## config.mk

```make
export PLATFORM = sky130hd
export DESIGN_NAME = lsu_pipelined_flat
export DESIGN_NICKNAME = d
export VERILOG_FILES = /design/src/rtl/lsu_pipelined_pkg.sv /design/src/rtl/lsu_pipelined_if.sv /design/src/rtl/lsu_load_queue.sv /design/src/rtl/lsu_pipelined.sv /design/src/flat_wrapper.sv
export SDC_FILE = /design/constraint.sdc
export NUM_CORES = 1
export LEC_CHECK = 0
export CORE_MARGIN = 5
export CORE_UTILIZATION = 43
export DETAILED_ROUTE_END_ITERATION = 10
export PLACE_DENSITY = 0.87
export SLEW_MARGIN = 20
export SYNTH_ARGS = -nofsm -noshare
export SYNTH_HDL_FRONTEND = slang
export SYNTH_HIERARCHICAL = 1
export SYNTH_SLANG_ARGS = --single-unit
```

## constraint.sdc

```tcl
create_clock -name clk -period 5.2 [get_ports clk]
set_input_delay 1.56 -clock clk [delete_from_list [all_inputs] [get_ports clk]]
set_output_delay 1.56 -clock clk [all_outputs]
set_load 0.01 [all_outputs]
```

## src/rtl/lsu_pipelined_pkg.sv

```systemverilog
// Shared types and helpers for the pipelined load/store unit.
// ld_align is also used by the single-cycle LSU, so keep its behaviour stable.
package lsu_pipelined_pkg;

  typedef enum logic [2:0] {
    F3_LB  = 3'd0,
    F3_LH  = 3'd1,
    F3_LW  = 3'd2,
    F3_LBU = 3'd4,
    F3_LHU = 3'd5
  } mem_funct3_t;

  localparam logic [2:0] F3_SB = 3'd0;
  localparam logic [2:0] F3_SH = 3'd1;
  localparam logic [2:0] F3_SW = 3'd2;

  typedef struct packed {
    logic [4:0] rd;
    logic [2:0] funct3;
    logic [1:0] off;
  } ld_entry_t;

  function automatic logic [31:0] ld_align(input logic [31:0] word, input logic [1:0] off,
                                           input logic [2:0] funct3);
    logic [31:0] sh;
    sh = word >> {off, 3'b000};
    case (funct3)
      F3_LB:   ld_align = {{24{sh[7]}}, sh[7:0]};
      F3_LH:   ld_align = {{16{sh[15]}}, sh[15:0]};
      F3_LBU:  ld_align = {24'h0, sh[7:0]};
      F3_LHU:  ld_align = {16'h0, sh[15:0]};
      default: ld_align = word;
    endcase
  endfunction

  // Undefined funct3 encodings are folded into the misaligned path.
  function automatic logic op_bad(input logic is_load, input logic [2:0] funct3,
                                  input logic [1:0] off);
    logic bad_f3;
    bad_f3 = is_load ? (funct3 == 3'd3 || funct3[2:1] == 2'b11) : (funct3 >= 3'd3);
    case (funct3[1:0])
      2'b01:   op_bad = bad_f3 | off[0];
      2'b10:   op_bad = bad_f3 | (off != 2'b00);
      default: op_bad = bad_f3;
    endcase
  endfunction

endpackage

```

## src/rtl/lsu_pipelined_if.sv

```systemverilog
// Execute-side request, data-port and writeback signals of the pipelined LSU.
interface lsu_pipelined_if #(parameter int ADDR_W = 32);
  logic              req_valid;
  logic              req_ready;
  logic              req_is_load;
  logic [2:0]        req_funct3;
  logic [ADDR_W-1:0] req_addr;
  logic [31:0]       req_wdata;
  logic [4:0]        req_rd;
  logic              mem_req_valid;
  logic              mem_req_ready;
  logic [ADDR_W-1:0] mem_addr;
  logic [3:0]        mem_we;
  logic [31:0]       mem_wdata;
  logic              mem_rsp_valid;
  logic [31:0]       mem_rsp_data;
  logic              wb_valid;
  logic [4:0]        wb_rd;
  logic [31:0]       wb_data;
  logic [31:0]       pending_rd;
  logic              misalign_err;
  logic              rsp_err;
  logic              busy;

  modport slave (
    input  req_valid, req_is_load, req_funct3, req_addr, req_wdata, req_rd,
    input  mem_req_ready, mem_rsp_valid, mem_rsp_data,
    output req_ready, mem_req_valid, mem_addr, mem_we, mem_wdata,
    output wb_valid, wb_rd, wb_data, pending_rd, misalign_err, rsp_err, busy
  );

  modport master (
    output req_valid, req_is_load, req_funct3, req_addr, req_wdata, req_rd,
    output mem_req_ready, mem_rsp_valid, mem_rsp_data,
    input  req_ready, mem_req_valid, mem_addr, mem_we, mem_wdata,
    input  wb_valid, wb_rd, wb_data, pending_rd, misalign_err, rsp_err, busy
  );
endinterface

```

## src/rtl/lsu_load_queue.sv

```systemverilog
// Circular FIFO of outstanding load descriptors, with per-slot visibility
// so the parent can build the pending-destination mask.
module lsu_load_queue
  import lsu_pipelined_pkg::*;
#(
  parameter int DEPTH = 2
) (
  input  logic                             clk,
  input  logic                             rst,
  input  logic                             push,
  input  ld_entry_t                        entry_in,
  input  logic                             pop,
  output ld_entry_t                        head,
  output logic                             full,
  output logic                             empty,
  output logic [DEPTH*$bits(ld_entry_t)-1:0] entries,
  output logic [DEPTH-1:0]                 valid
);
  localparam int PW = (DEPTH > 1) ? $clog2(DEPTH) : 1;
  localparam int CW = $clog2(DEPTH) + 1;
  localparam int EW = $bits(ld_entry_t);
  localparam logic [PW-1:0] LAST = PW'(DEPTH - 1);

  ld_entry_t      slots [DEPTH];
  logic [PW-1:0]  wp, rp;
  logic [CW-1:0]  cnt;
  logic           do_push, do_pop;

  function automatic logic [PW-1:0] nxt(input logic [PW-1:0] p);
    return (p == LAST) ? '0 : p + 1'b1;
  endfunction

  assign full    = (cnt == CW'(DEPTH));
  assign empty   = (cnt == '0);
  // A full queue refuses pushes even when a pop frees a slot this cycle.
  assign do_push = push & ~full;
  assign do_pop  = pop & ~empty;
  assign head    = slots[rp];

  always_ff @(posedge clk or posedge rst) begin
    if (rst) begin
      wp    <= '0;
      rp    <= '0;
      cnt   <= '0;
      valid <= '0;
    end else begin
      if (do_pop) begin
        rp        <= nxt(rp);
        valid[rp] <= 1'b0;
      end
      if (do_push) begin
        wp        <= nxt(wp);
        valid[wp] <= 1'b1;
      end
      case ({do_push, do_pop})
        2'b10:   cnt <= cnt + 1'b1;
        2'b01:   cnt <= cnt - 1'b1;
        default: cnt <= cnt;
      endcase
    end
  end

  always_ff @(posedge clk) begin
    if (do_push) slots[wp] <= entry_in;
  end

  always_comb begin
    entries = '0;
    for (int i = 0; i < DEPTH; i++) entries[i*EW +: EW] = slots[i];
  end

endmodule

```

## src/rtl/lsu_pipelined.sv

```systemverilog
// Load/store unit with up to MAX_OUTSTANDING in-order loads in flight and a
// registered writeback stage one cycle after each data response.
module lsu_pipelined
  import lsu_pipelined_pkg::*;
#(
  parameter int MAX_OUTSTANDING = 2,
  parameter int ADDR_W          = 32
) (
  input logic             clk,
  input logic             rst,
  lsu_pipelined_if.slave  bus
);
  localparam int EW = $bits(ld_entry_t);

  logic [1:0]  off;
  logic        bad_op, blocked, full, empty, push, pop;
  ld_entry_t   head, entry_in;
  logic [MAX_OUTSTANDING*EW-1:0] entries;
  logic [MAX_OUTSTANDING-1:0]    ent_valid;
  logic        wb_valid_q, misalign_q, rsp_err_q;
  logic [4:0]  wb_rd_q;
  logic [31:0] wb_data_q;
  logic [31:0] pend;

  assign off     = bus.req_addr[1:0];
  assign bad_op  = op_bad(bus.req_is_load, bus.req_funct3, off);
  assign blocked = bus.req_is_load & full;

  // Bad ops are swallowed locally so execute never stalls on them.
  assign bus.mem_req_valid = bus.req_valid & ~bad_op & ~blocked;
  assign bus.req_ready     = bad_op | (bus.mem_req_ready & ~blocked);
  assign bus.mem_addr      = {bus.req_addr[ADDR_W-1:2], 2'b00};

  assign push     = bus.mem_req_valid & bus.mem_req_ready & bus.req_is_load;
  assign pop      = bus.mem_rsp_valid & ~empty;
  assign entry_in = '{rd: bus.req_rd, funct3: bus.req_funct3, off: off};

  always_comb begin
    bus.mem_we    = 4'b1111;
    bus.mem_wdata = bus.req_wdata;
    case (bus.req_funct3)
      F3_SB: begin
        bus.mem_we    = 4'b0001 << off;
        bus.mem_wdata = {4{bus.req_wdata[7:0]}};
      end
      F3_SH: begin
        bus.mem_we    = 4'b0011 << off;
        bus.mem_wdata = {2{bus.req_wdata[15:0]}};
      end
      default: ;
    endcase
    if (bus.req_is_load) bus.mem_we = 4'b0000;
  end

  lsu_load_queue #(.DEPTH(MAX_OUTSTANDING)) u_queue (
    .clk      (clk),
    .rst      (rst),
    .push     (push),
    .entry_in (entry_in),
    .pop      (pop),
    .head     (head),
    .full     (full),
    .empty    (empty),
    .entries  (entries),
    .valid    (ent_valid)
  );

  always_ff @(posedge clk or posedge rst) begin
    if (rst) begin
      wb_valid_q <= 1'b0;
      wb_rd_q    <= '0;
      wb_data_q  <= '0;
      misalign_q <= 1'b0;
      rsp_err_q  <= 1'b0;
    end else begin
      misalign_q <= bus.req_valid & bad_op;
      rsp_err_q  <= bus.mem_rsp_valid & empty;
      wb_valid_q <= pop & (head.rd != 5'd0);
      if (pop) begin
        wb_rd_q   <= head.rd;
        wb_data_q <= ld_align(bus.mem_rsp_data, head.off, head.funct3);
      end
    end
  end

  always_comb begin
    ld_entry_t e;
    pend = '0;
    for (int i = 0; i < MAX_OUTSTANDING; i++) begin
      e = entries[i*EW +: EW];
      if (ent_valid[i]) pend[e.rd] = 1'b1;
    end
    if (wb_valid_q) pend[wb_rd_q] = 1'b1;
    pend[0] = 1'b0;
  end

  assign bus.wb_valid     = wb_valid_q;
  assign bus.wb_rd        = wb_rd_q;
  assign bus.wb_data      = wb_data_q;
  assign bus.misalign_err = misalign_q;
  assign bus.rsp_err      = rsp_err_q;
  assign bus.pending_rd   = pend;
  assign bus.busy         = ~empty | wb_valid_q;

endmodule

```

## src/flat_wrapper.sv

```systemverilog
// flat-port wrapper written by rule: the top's interface ports become plain ports
module lsu_pipelined_flat import lsu_pipelined_pkg::*;
#(
  parameter int MAX_OUTSTANDING = 2,
  parameter int ADDR_W          = 32
)
  (clk, rst, bus_req_valid, bus_req_is_load, bus_req_funct3, bus_req_addr, bus_req_wdata, bus_req_rd, bus_mem_req_ready, bus_mem_rsp_valid, bus_mem_rsp_data, bus_req_ready, bus_mem_req_valid, bus_mem_addr, bus_mem_we, bus_mem_wdata, bus_wb_valid, bus_wb_rd, bus_wb_data, bus_pending_rd, bus_misalign_err, bus_rsp_err, bus_busy);
  lsu_pipelined_if #(.ADDR_W(ADDR_W)) bus_i ();
  input logic clk;
  input logic rst;
  input wire logic [$bits(bus_i.req_valid)-1:0] bus_req_valid;
  input wire logic [$bits(bus_i.req_is_load)-1:0] bus_req_is_load;
  input wire logic [$bits(bus_i.req_funct3)-1:0] bus_req_funct3;
  input wire logic [$bits(bus_i.req_addr)-1:0] bus_req_addr;
  input wire logic [$bits(bus_i.req_wdata)-1:0] bus_req_wdata;
  input wire logic [$bits(bus_i.req_rd)-1:0] bus_req_rd;
  input wire logic [$bits(bus_i.mem_req_ready)-1:0] bus_mem_req_ready;
  input wire logic [$bits(bus_i.mem_rsp_valid)-1:0] bus_mem_rsp_valid;
  input wire logic [$bits(bus_i.mem_rsp_data)-1:0] bus_mem_rsp_data;
  output wire logic [$bits(bus_i.req_ready)-1:0] bus_req_ready;
  output wire logic [$bits(bus_i.mem_req_valid)-1:0] bus_mem_req_valid;
  output wire logic [$bits(bus_i.mem_addr)-1:0] bus_mem_addr;
  output wire logic [$bits(bus_i.mem_we)-1:0] bus_mem_we;
  output wire logic [$bits(bus_i.mem_wdata)-1:0] bus_mem_wdata;
  output wire logic [$bits(bus_i.wb_valid)-1:0] bus_wb_valid;
  output wire logic [$bits(bus_i.wb_rd)-1:0] bus_wb_rd;
  output wire logic [$bits(bus_i.wb_data)-1:0] bus_wb_data;
  output wire logic [$bits(bus_i.pending_rd)-1:0] bus_pending_rd;
  output wire logic [$bits(bus_i.misalign_err)-1:0] bus_misalign_err;
  output wire logic [$bits(bus_i.rsp_err)-1:0] bus_rsp_err;
  output wire logic [$bits(bus_i.busy)-1:0] bus_busy;
  assign bus_i.req_valid = bus_req_valid;
  assign bus_i.req_is_load = bus_req_is_load;
  assign bus_i.req_funct3 = bus_req_funct3;
  assign bus_i.req_addr = bus_req_addr;
  assign bus_i.req_wdata = bus_req_wdata;
  assign bus_i.req_rd = bus_req_rd;
  assign bus_i.mem_req_ready = bus_mem_req_ready;
  assign bus_i.mem_rsp_valid = bus_mem_rsp_valid;
  assign bus_i.mem_rsp_data = bus_mem_rsp_data;
  assign bus_req_ready = bus_i.req_ready;
  assign bus_mem_req_valid = bus_i.mem_req_valid;
  assign bus_mem_addr = bus_i.mem_addr;
  assign bus_mem_we = bus_i.mem_we;
  assign bus_mem_wdata = bus_i.mem_wdata;
  assign bus_wb_valid = bus_i.wb_valid;
  assign bus_wb_rd = bus_i.wb_rd;
  assign bus_wb_data = bus_i.wb_data;
  assign bus_pending_rd = bus_i.pending_rd;
  assign bus_misalign_err = bus_i.misalign_err;
  assign bus_rsp_err = bus_i.rsp_err;
  assign bus_busy = bus_i.busy;
  lsu_pipelined #(.MAX_OUTSTANDING(MAX_OUTSTANDING), .ADDR_W(ADDR_W)) u_core (.clk(clk), .rst(rst), .bus(bus_i));
endmodule
```

## Yosys cells after proc, flatten, opt, wreduce, memory -nomap -nowiden

Memory sizes are Yosys's and may differ from the RTL's.
Cells that the tools add are included.

- Register bits: 46
- RAM bits: 20
- Input port bits: 110
- Output and inout port bits: 143
- Word-level logic and storage cells: 102
- Memories kept: 1

Memories:

| memory | depth | bits a word | read ports | clocked after Yosys merged registers in | wr ports | line | text |
|---|---|---|---|---|---|---|---|
| u_core.u_queue.slots | 2 | 10 | 3 | 0 | 1 | lsu_load_queue.sv:24 | `ld_entry_t slots [DEPTH];` |

- Add/subtract/negate cells: 4
- Order comparisons: 11
- Equal/unequal tests: 11
- Shift operators: 3
- Mux-type cells: 26
- Bitwise operators: 25
- Reduce and logical (&&, ||, !) cells: 12

Operators with widths:

| cell | count |
|---|---|
| $pmux 32 s4 | 1 |
| $mux 32 | 3 |
| $or 32x32->32 | 2 |
| $pmux 32 s2 | 1 |
| $shr 32x5->16 | 1 |
| $lt 5x6->1 const B | 3 |
| $demux 1 s5 | 3 |
| $ge 5x1->1 const B | 3 |
| $and 1x1->1 | 12 |
| $mux 1 | 10 |
| $eq 2x2->1 const B | 4 |
| $pmux 4 s2 | 1 |
| $eq 3x1->1 const B | 2 |
| $eq 3x3->1 const B | 2 |
| $logic_not 3->1 | 2 |
| $logic_and 1x1->1 | 5 |
| $reduce_bool 5->1 | 1 |
| $eq 2x1->1 const B | 2 |
| $lt 1x2->1 const B | 2 |
| $mux 2 | 2 |
| $mux 4 | 1 |
| $not 1->1 | 4 |
| $or 1x1->1 | 4 |
| $pmux 2 s2 | 1 |
| 16 further kinds | 20 |

## Depth between registers and ports, before layout

Gate-level depths: netlist (run 1).

- Depth in word-level cells: 13
- Depth in mapped cells: 12
- Depth with buffers taken out: 11

## Cells and area by module

Netlist (run 1), hierarchy kept.

By module, submodules not included:

| module | instances | cells each | area each (um^2) | sequential area each (um^2) |
|---|---|---|---|---|
| lsu_pipelined | 1 | 528 | 3,782.4 | 1,001.0 |
| lsu_load_queue | 1 | 58 | 1,006.0 | 750.7 |

## Least setup slack after synthesis (run 1)

Ideal clock, no wire load.

- Path type: input-to-output
- Start: input port bus_req_funct3[0]
- End: output port bus_mem_wdata[29]
- Arrival: 2,736 ps
- Data required time: 3,640 ps
- Setup slack: 904 ps
- Cell stages on the path: 9
- Cells stage by stage: inv_1 ha_1 buf_2 nor2_1 or2_2 buf_2 buf_2 nand2_1 o21ai_0

- Word-level cells in the longest chain between the ends: 2
- Elaborated cells on any way between the ends: 3

RTL lines:

| item | line | text |
|---|---|---|
| start, declared | flat_wrapper.sv:13 | `input wire logic [$bits(bus_i.req_funct3)-1:0] bus_req_funct3;` |
| $eq 3x1->1 / $logic_not 3->1 (equally long branches) | lsu_pipelined.sv:41 | `case (bus.req_funct3)` |
| $pmux 32 s2 (*) | lsu_pipelined.sv:41 |  |
| end, declared | flat_wrapper.sv:24 | `output wire logic [$bits(bus_i.mem_wdata)-1:0] bus_mem_wdata;` |

Mark *: on every way between the ends. The rest lies on a longest branch, timed or not.

## Worst setup path in the final report (run 1)

- Start: input port bus_req_funct3[1]
- End: output port bus_mem_wdata[11]

The elaborated chain is that of the path after synthesis.

==> metrics.md, run 1 <==
| Metric | Value |
|---|---|
| Asr flop ratio synth | 0.6970 |
| Crit end category | output port |
| Post-Place Setup Slack | -84.18 ps |
| Crit path launch type | input port |
| Crit. Startpoint | bus_req_funct3[1] |
| PortBufs | about 190 |
| Total wire length | roughly 16000 microns |
| Max cap viols | 0 |
| Routed len/inst | 18.47 microns |
| Die area | between 10000 and 15000 sq um |
| Upper clock frequency limit | approximately 200 MHz |
| Post-synthesis sequential area ratio | 0.3658 |
| Worst reg2reg path depth | 5 |
| Diodes inserted | 0 |
| GRT Resource Usage Total | 0.2334 |
| Via density | approximately 5.6 |
| Min Hold Slack | around 490 ps |
| Final setup fails | 0 |
| Initial DRT Pass Iterations | 5 |
| Cell count after synthesis | just under 600 |
| Final Hold Fails | 0 |
| Largest net degree at the start of global routing | 41 |
| Seq cells post-synth | between 60 and 70 |
| Tcrit/Tclk final | 0.9846 |
| Fraction of layout cells with a size suffix above 1 | 0.07503 |
| Setup TNS | 0 ps |
| CP endpoint | bus_mem_wdata[11] |
| Worst-path clk slew | around 70 ps |
| Initial antenna violation count | 0 |
| CTS tree | built |
| Routed Antenna Nets | 0 |
| Crit path DAT | 3560 ps |
| Final WS setup | 80.04 ps |
| Tmin final | roughly 5100 ps |
| DR iter-0 viols | 479 |
| Cell total after placement | between 800 and 900 |
| Relative slew margins | 0.2638 |
| Mapped cell area | between 4000 and 5000 sq um |
| Vias | ~4900 |
| Worst-Margin Slew | approximately 1100 ps |
| Fillers | 939 |
| DRC viols | 0 |
| Most frequent cells after synthesis | nand2_1, dfrtp_1, a22oi_1, o21ai_0, buf_4 |
| Overall power | 0.002614 W |
| Peak supply drop | ~0.00021 V |
| Die W | around 120 microns |
| Leading area contributor after synthesis | dfrtp_1 |
| Num rows | 38 |
| Worst path required time | about 3600 ps |
| Final HPWL DP | about 12000 microns |
| Core area | between 10000 and 15000 sq um |
| Global-route wire length before repair | 24670 microns |
| Synth warnings | 6 |
| Sink Count | 66 |
| Most frequent cell after synthesis | nand2_1 |
| H-tree levels | 3 |
| Status | completed |
| Worst Path Max Fanout | 12 |
| Setup bufs post-CTS | 0 |
| Pwr/cell area | just under 400 nW/um^2 |
| Cts bufs inserted | 9 |
| Reg-to-reg endpoint | u_core/bus.wb_data[17] |
| Worst min-delay path startpoint | u_core/bus.wb_data[5] |
| Setup CP Type | in2out |
| Worst reg-to-reg setup slack | between 2000 and 2500 ps |
| Top_reg_cell synth | dfrtp_1 |
| Worst Skew | ~7.9 ps |
| Clk buf depth | 2 |
| Top cell type's share of synthesized area | 0.2404 |
| Root buffer cell | clkbuf_8 |
| Final non-filler cell total | just under 900 |
| R2r startpoint | u_core/u_queue/rp |
| Initial Util | 0.4398 |
| Post-synthesis cell type count | 49 |
| GP Congestion | 0.9182 |
| Net count reported at finish | 843 |
| Worst hold-check path type | reg2reg |
| Post-synth EDFFs | 20 |
| Avg Cell Area, Syn | approximately 8 sq um |
| Die Y | between 100 and 150 microns |
| Clk_lat worst skew | between 300 and 400 ps |
| Pleak | 3.066 nW |
| I/O pin total | 253 |
| Number of global-route vias before repair | 5001 |
| Synth area leaders | dfrtp_1, edfxtp_1, nand2_1, a22oi_1, buf_4 |
| Area delta synth->final | 41.29% |
| Slew Limit Fails | 0 |
| RSZ-0062 raised after global routing | no |
| Gr ovfl total | 0 |
per-stage QoR:
step / utilization / cell area [sq um]
floorplan: - / 4796
global placement: 0.5988 / 6520
detailed placement: 0.5988 / 6520
CTS: 0.6186 / 6735
global route: 0.6214 / 6765
finish: 0.6214 / 6765
layer usage:
metal / routed length [microns] / track usage
met1: 5781 / 0.2658
met2: 8254 / 0.4097
met3: 1452 / 0.04543
met4: 633 / 0.1299
met5: 0 / 0
flip-flops by register name, summed over array words and instances, names as in the netlist:
signal                   flops
u_core/bus.wb_rd             5
u_core/bus.rsp_err           1
u_core/bus.wb_data          32
u_core/bus.wb_valid          1
u_core/u_queue/slots        20
u_core/u_queue/cnt           2
u_core/u_queue/rp            1
u_core/u_queue/wp            1
u_core/bus.misalign_err      1
u_core/u_queue/valid         2
critical path, stage by stage:
cell	delay [ps]
clkdlybuf4s50_1	560
inv_1	90
ha_1	210
buf_4	180
nand2b_2	260
a22o_1	210
clkdlybuf4s50_1	480
worst min-delay path by stage:
stage                               to  slack, ps  depth (start not counted)
2_1_floorplan  u_core/u_queue/valid[0]        480                          1
3_3_place_gp     u_core/bus.wb_data[5]        470                          2
3_5_place_dp     u_core/bus.wb_data[5]        470                          2
4_1_cts          u_core/bus.wb_data[5]        490                          2
5_1_grt          u_core/bus.wb_data[5]        520                          2
6_report         u_core/bus.wb_data[5]        490                          2
final cells by class:
class | instances | area (sq um) | share of cell area
Clock inverter | 6 | 82.58 | 0.01221
Inverter | 14 | 52.55 | 0.007768
Sequential cell | 66 | 1752 | 0.2589
Timing Repair Buffer | 206 | 2054 | 0.3037
Clock buffer | 10 | 127.6 | 0.01886
Multi-Input combinational cell | 431 | 2521 | 0.3727
Tap cell | 140 | 175.2 | 0.02589
logic make-up after synthesis:
| family | Yosys count | share of synthesized area |
|---|---|---|
| AO/OA/AOI/OAI | 123 | 0.1722 |
| XOR/XNOR | 5 | 0.009145 |
| adder cells (fa/ha/maj) | 5 | 0.01307 |
| buffers and inverters | 91 | 0.1118 |
| flip-flops | 66 | 0.3658 |
| multiplexers | 21 | 0.04939 |
| other | 1 | 0.0007832 |
| AND/OR/NAND/NOR | 274 | 0.2778 |
layout by cell type (no fill, tap or decap), drive strengths merged, types with 5 or more instances in the layout:
master | synthesis | routed
dfrtp | 46 | 46
nand2 | 154 | 154
buf | 56 | 17
and3b | 9 | 9
nand3 | 33 | 33
mux2i | 10 | 10
nor2 | 23 | 23
o21ai | 46 | 46
a22oi | 44 | 44
mux2 | 11 | 11
edfxtp | 20 | 20
clkdlybuf4s50 | 0 | 180
a21oi | 13 | 13
and2 | 7 | 7
and3 | 7 | 7
nand2b | 13 | 13
dlymetal6s2s | 0 | 9
clkbuf | 21 | 10
a22o | 8 | 8
nor3b | 14 | 14
ha | 5 | 5
inv | 14 | 14
power breakdown:
group	switching (W)	internal (W)	total, W
clock	0.000190	0.000267	0.000457
sequential	0.000171	0.000708	0.000880
combinational	0.000641	0.000637	0.00128
timing repair:
item                       4_1_cts  5_1_grt
pin swaps                        1        0
setup endpoints to repair        1       28
hold endpoints to repair         0        0
hold buffers                     0        0
gates resized for setup          2       12
(Power assumes the default switching activity.)
==> run 2, diff against run 1 <==
--- a/config.mk
+++ b/config.mk
@@ -5,7 +5,7 @@
 export SDC_FILE = /design/constraint.sdc
 export NUM_CORES = 1
 export LEC_CHECK = 0
-export CORE_MARGIN = 5
+export CORE_MARGIN = 2
 export CORE_UTILIZATION = 43
 export DETAILED_ROUTE_END_ITERATION = 10
 export PLACE_DENSITY = 0.87
==> metrics.md, run 2 (synthesis results as in run 1) <==
| Metric | Value |
|---|---|
| Pleak | ~3.0 nW |
| Die Y | 109.5 microns |
| Num rows | 38 |
| Worst-Margin Slew | 993.1 ps |
| Fraction of layout cells with a size suffix above 1 | 0.07766 |
| Final WS setup | approximately 110 ps |
| Footprint of the multi-input gates | roughly 2500 sq um |
| DR iter-0 viols | 464 |
| Via density | ~5.6 |
| Hold Crit Depth | 2 |
| Max reg flops | 32 |
| Routed Antenna Nets | 0 |
| Clk_lat worst skew | ~340 ps |
| Clk buf depth | 2 |
| Diodes inserted | 0 |
| Status | completed |
| Gr ovfl total | 0 |
| Slew Limit Fails | 0 |
| Worst-path clk slew | approximately 60 ps |
| Setup bufs post-CTS | 0 |
| Critical path's largest stage delay | roughly 580 ps |
| H-tree levels | 3 |
| Worst path required time | around 3600 ps |
| Final HPWL DP | 11670 microns |
| Post-Place Setup Slack | -93.75 ps |
| Commonest non-fill, non-tap cell in the layout | clkdlybuf4s50_1 |
| Pwr/cell area | approximately 380 nW/um^2 |
| Die area | approximately 12000 sq um |
| Total wire length | approximately 15000 microns |
| Min Hold Slack | between 400 and 500 ps |
| Final setup fails | 0 |
| Cts bufs inserted | 9 |
| CTS tree | built |
| Core area | about 11000 sq um |
| Number of global-route vias before repair | 4924 |
| Most frequent cells in the layout | clkdlybuf4s50_1, nand2_1, dfrtp_1 |
| Setup TNS | 0 ps |
| Tmin final | roughly 5000 ps |
| Die W | between 100 and 150 microns |
| Worst reg2reg path depth | 5 |
| R2r startpoint | u_core/u_queue/rp |
| I/O pin total | ~250 |
| DRC viols | 0 |
| Initial antenna violation count | 0 |
| Crit path launch type | input port |
| Initial Util | 0.4417 |
| Register area | 1752 sq um |
| Root buffer cell | clkbuf_8 |
| Reg-to-reg endpoint | u_core/bus.wb_data[18] |
| Global-route wire length before repair | 24030 microns |
| CP most frequent cell | clkdlybuf4s50_1 |
| Routed len/inst | roughly 18 microns |
| Fillers | 923 |
| GP Congestion | between 0.9 and 1 |
| Largest net degree at the start of global routing | 42 |
| Worst Skew | 9.445 ps |
| CP Cell Sequence | clkdlybuf4s50_1, inv_1, ha_1, nor2_2, or2_2, buf_4, nand2_1, o21ai_0, clkdlybuf4s50_1 |
| Vias | roughly 4900 |
| Net count reported at finish | between 800 and 900 |
| Slowest CP cell | clkdlybuf4s50_1 |
| Worst reg-to-reg setup slack | between 2000 and 2500 ps |
| Worst Path Max Fanout | 7 |
| PortBufs | 189 |
| Final Hold Fails | 0 |
| Worst hold-check path type | reg2reg |
| Worst min-delay path startpoint | u_core/bus.wb_data[31] |
| Max cap viols | 0 |
| Tcrit/Tclk final | 0.9786 |
| Upper clock frequency limit | a little under 200 MHz |
| Crit path DAT | between 3000 and 4000 ps |
| Setup CP Type | in2out |
| Relative slew margins | 0.3379 |
| Crit end category | output port |
| Sink Count | 66 |
| GRT Resource Usage Total | 0.2548 |
| Min-Delay Endpoint | u_core/bus.wb_data[31] |
| Overall power | roughly 0.0026 W |
| Initial DRT Pass Iterations | 6 |
| Peak supply drop | 0.0002156 V |
| Area delta synth->final | 40.76% |
[run 2: changes by cell type in the layout (fill, tap and decap cells not counted), sizes merged]
| cell | previous run | this run |
|---|---|---|
| inv | 14 | 13 |
| dlygate4sd2 | 0 | 2 |
| bufinv | 2 | 1 |
| buf | 17 | 18 |
| dlymetal6s2s | 9 | 6 |
| clkinvlp | 0 | 1 |
| clkdlybuf4s50 | 180 | 181 |
| clkbuf | 10 | 11 |
[run 2: area by class of cell]
cell class / count / area share
well taps: 140 / 0.02599
clock buffers: 11 / 0.02265
repair buffers: 207 / 0.3026
inverters: 14 / 0.007797
clock inverters: 5 / 0.007797
multi-input cells: 431 / 0.3733
flip-flops and latches: 66 / 0.2599
[run 2: worst max-delay path by stage]
stage          cells past startpoint                 to               from
4_1_cts                            9  bus_mem_wdata[26]  bus_req_funct3[1]
6_report                           9  bus_mem_wdata[29]  bus_req_funct3[1]
2_1_floorplan                      9  bus_mem_wdata[29]  bus_req_funct3[0]
3_5_place_dp                       8  bus_mem_wdata[16]  bus_req_funct3[0]
5_1_grt                            9  bus_mem_wdata[24]  bus_req_funct3[1]
3_3_place_gp                       9  bus_mem_wdata[26]  bus_req_funct3[0]
[run 2: per-stage QoR]
stage,std cells,util,area [sq um]
5_1_grt,874,0.6218,6740
4_1_cts,874,0.6199,6720
3_5_place_dp,858,0.6010,6515
2_1_floorplan,588,-,4796
6_report,874,0.6218,6740
3_3_place_gp,858,0.6010,6515
[run 2: worst max-delay path, delay by kind of cell]
family / cells / cell delay [ps]
buf+inv: 4 / 1300
simple gates: 3 / 380
fa+ha+maj: 1 / 230
compound gates: 1 / 70
[run 2: power by group]
part | switching, W | total (W) | internal, W
Sequential | 0.000165 | 0.000874 | 0.000708
Combinational | 0.000639 | 0.00127 | 0.000635
Clock | 0.000186 | 0.000434 | 0.000248
Total | 0.000990 | 0.00258 | 0.00159
[run 2: routing by layer]
layer	track usage	routed length [microns]
met1	0.3092	5803
met2	0.4321	7876
met3	0.05809	1306
met4	0.1121	351
met5	0	0
[run 2: timing repair]
action	4_1_cts	5_1_grt
gates resized for setup	3	8
setup endpoints to repair	20	16
endpoints found under the hold margin	0	0
pin swaps	0	0
hold buffers	0	0
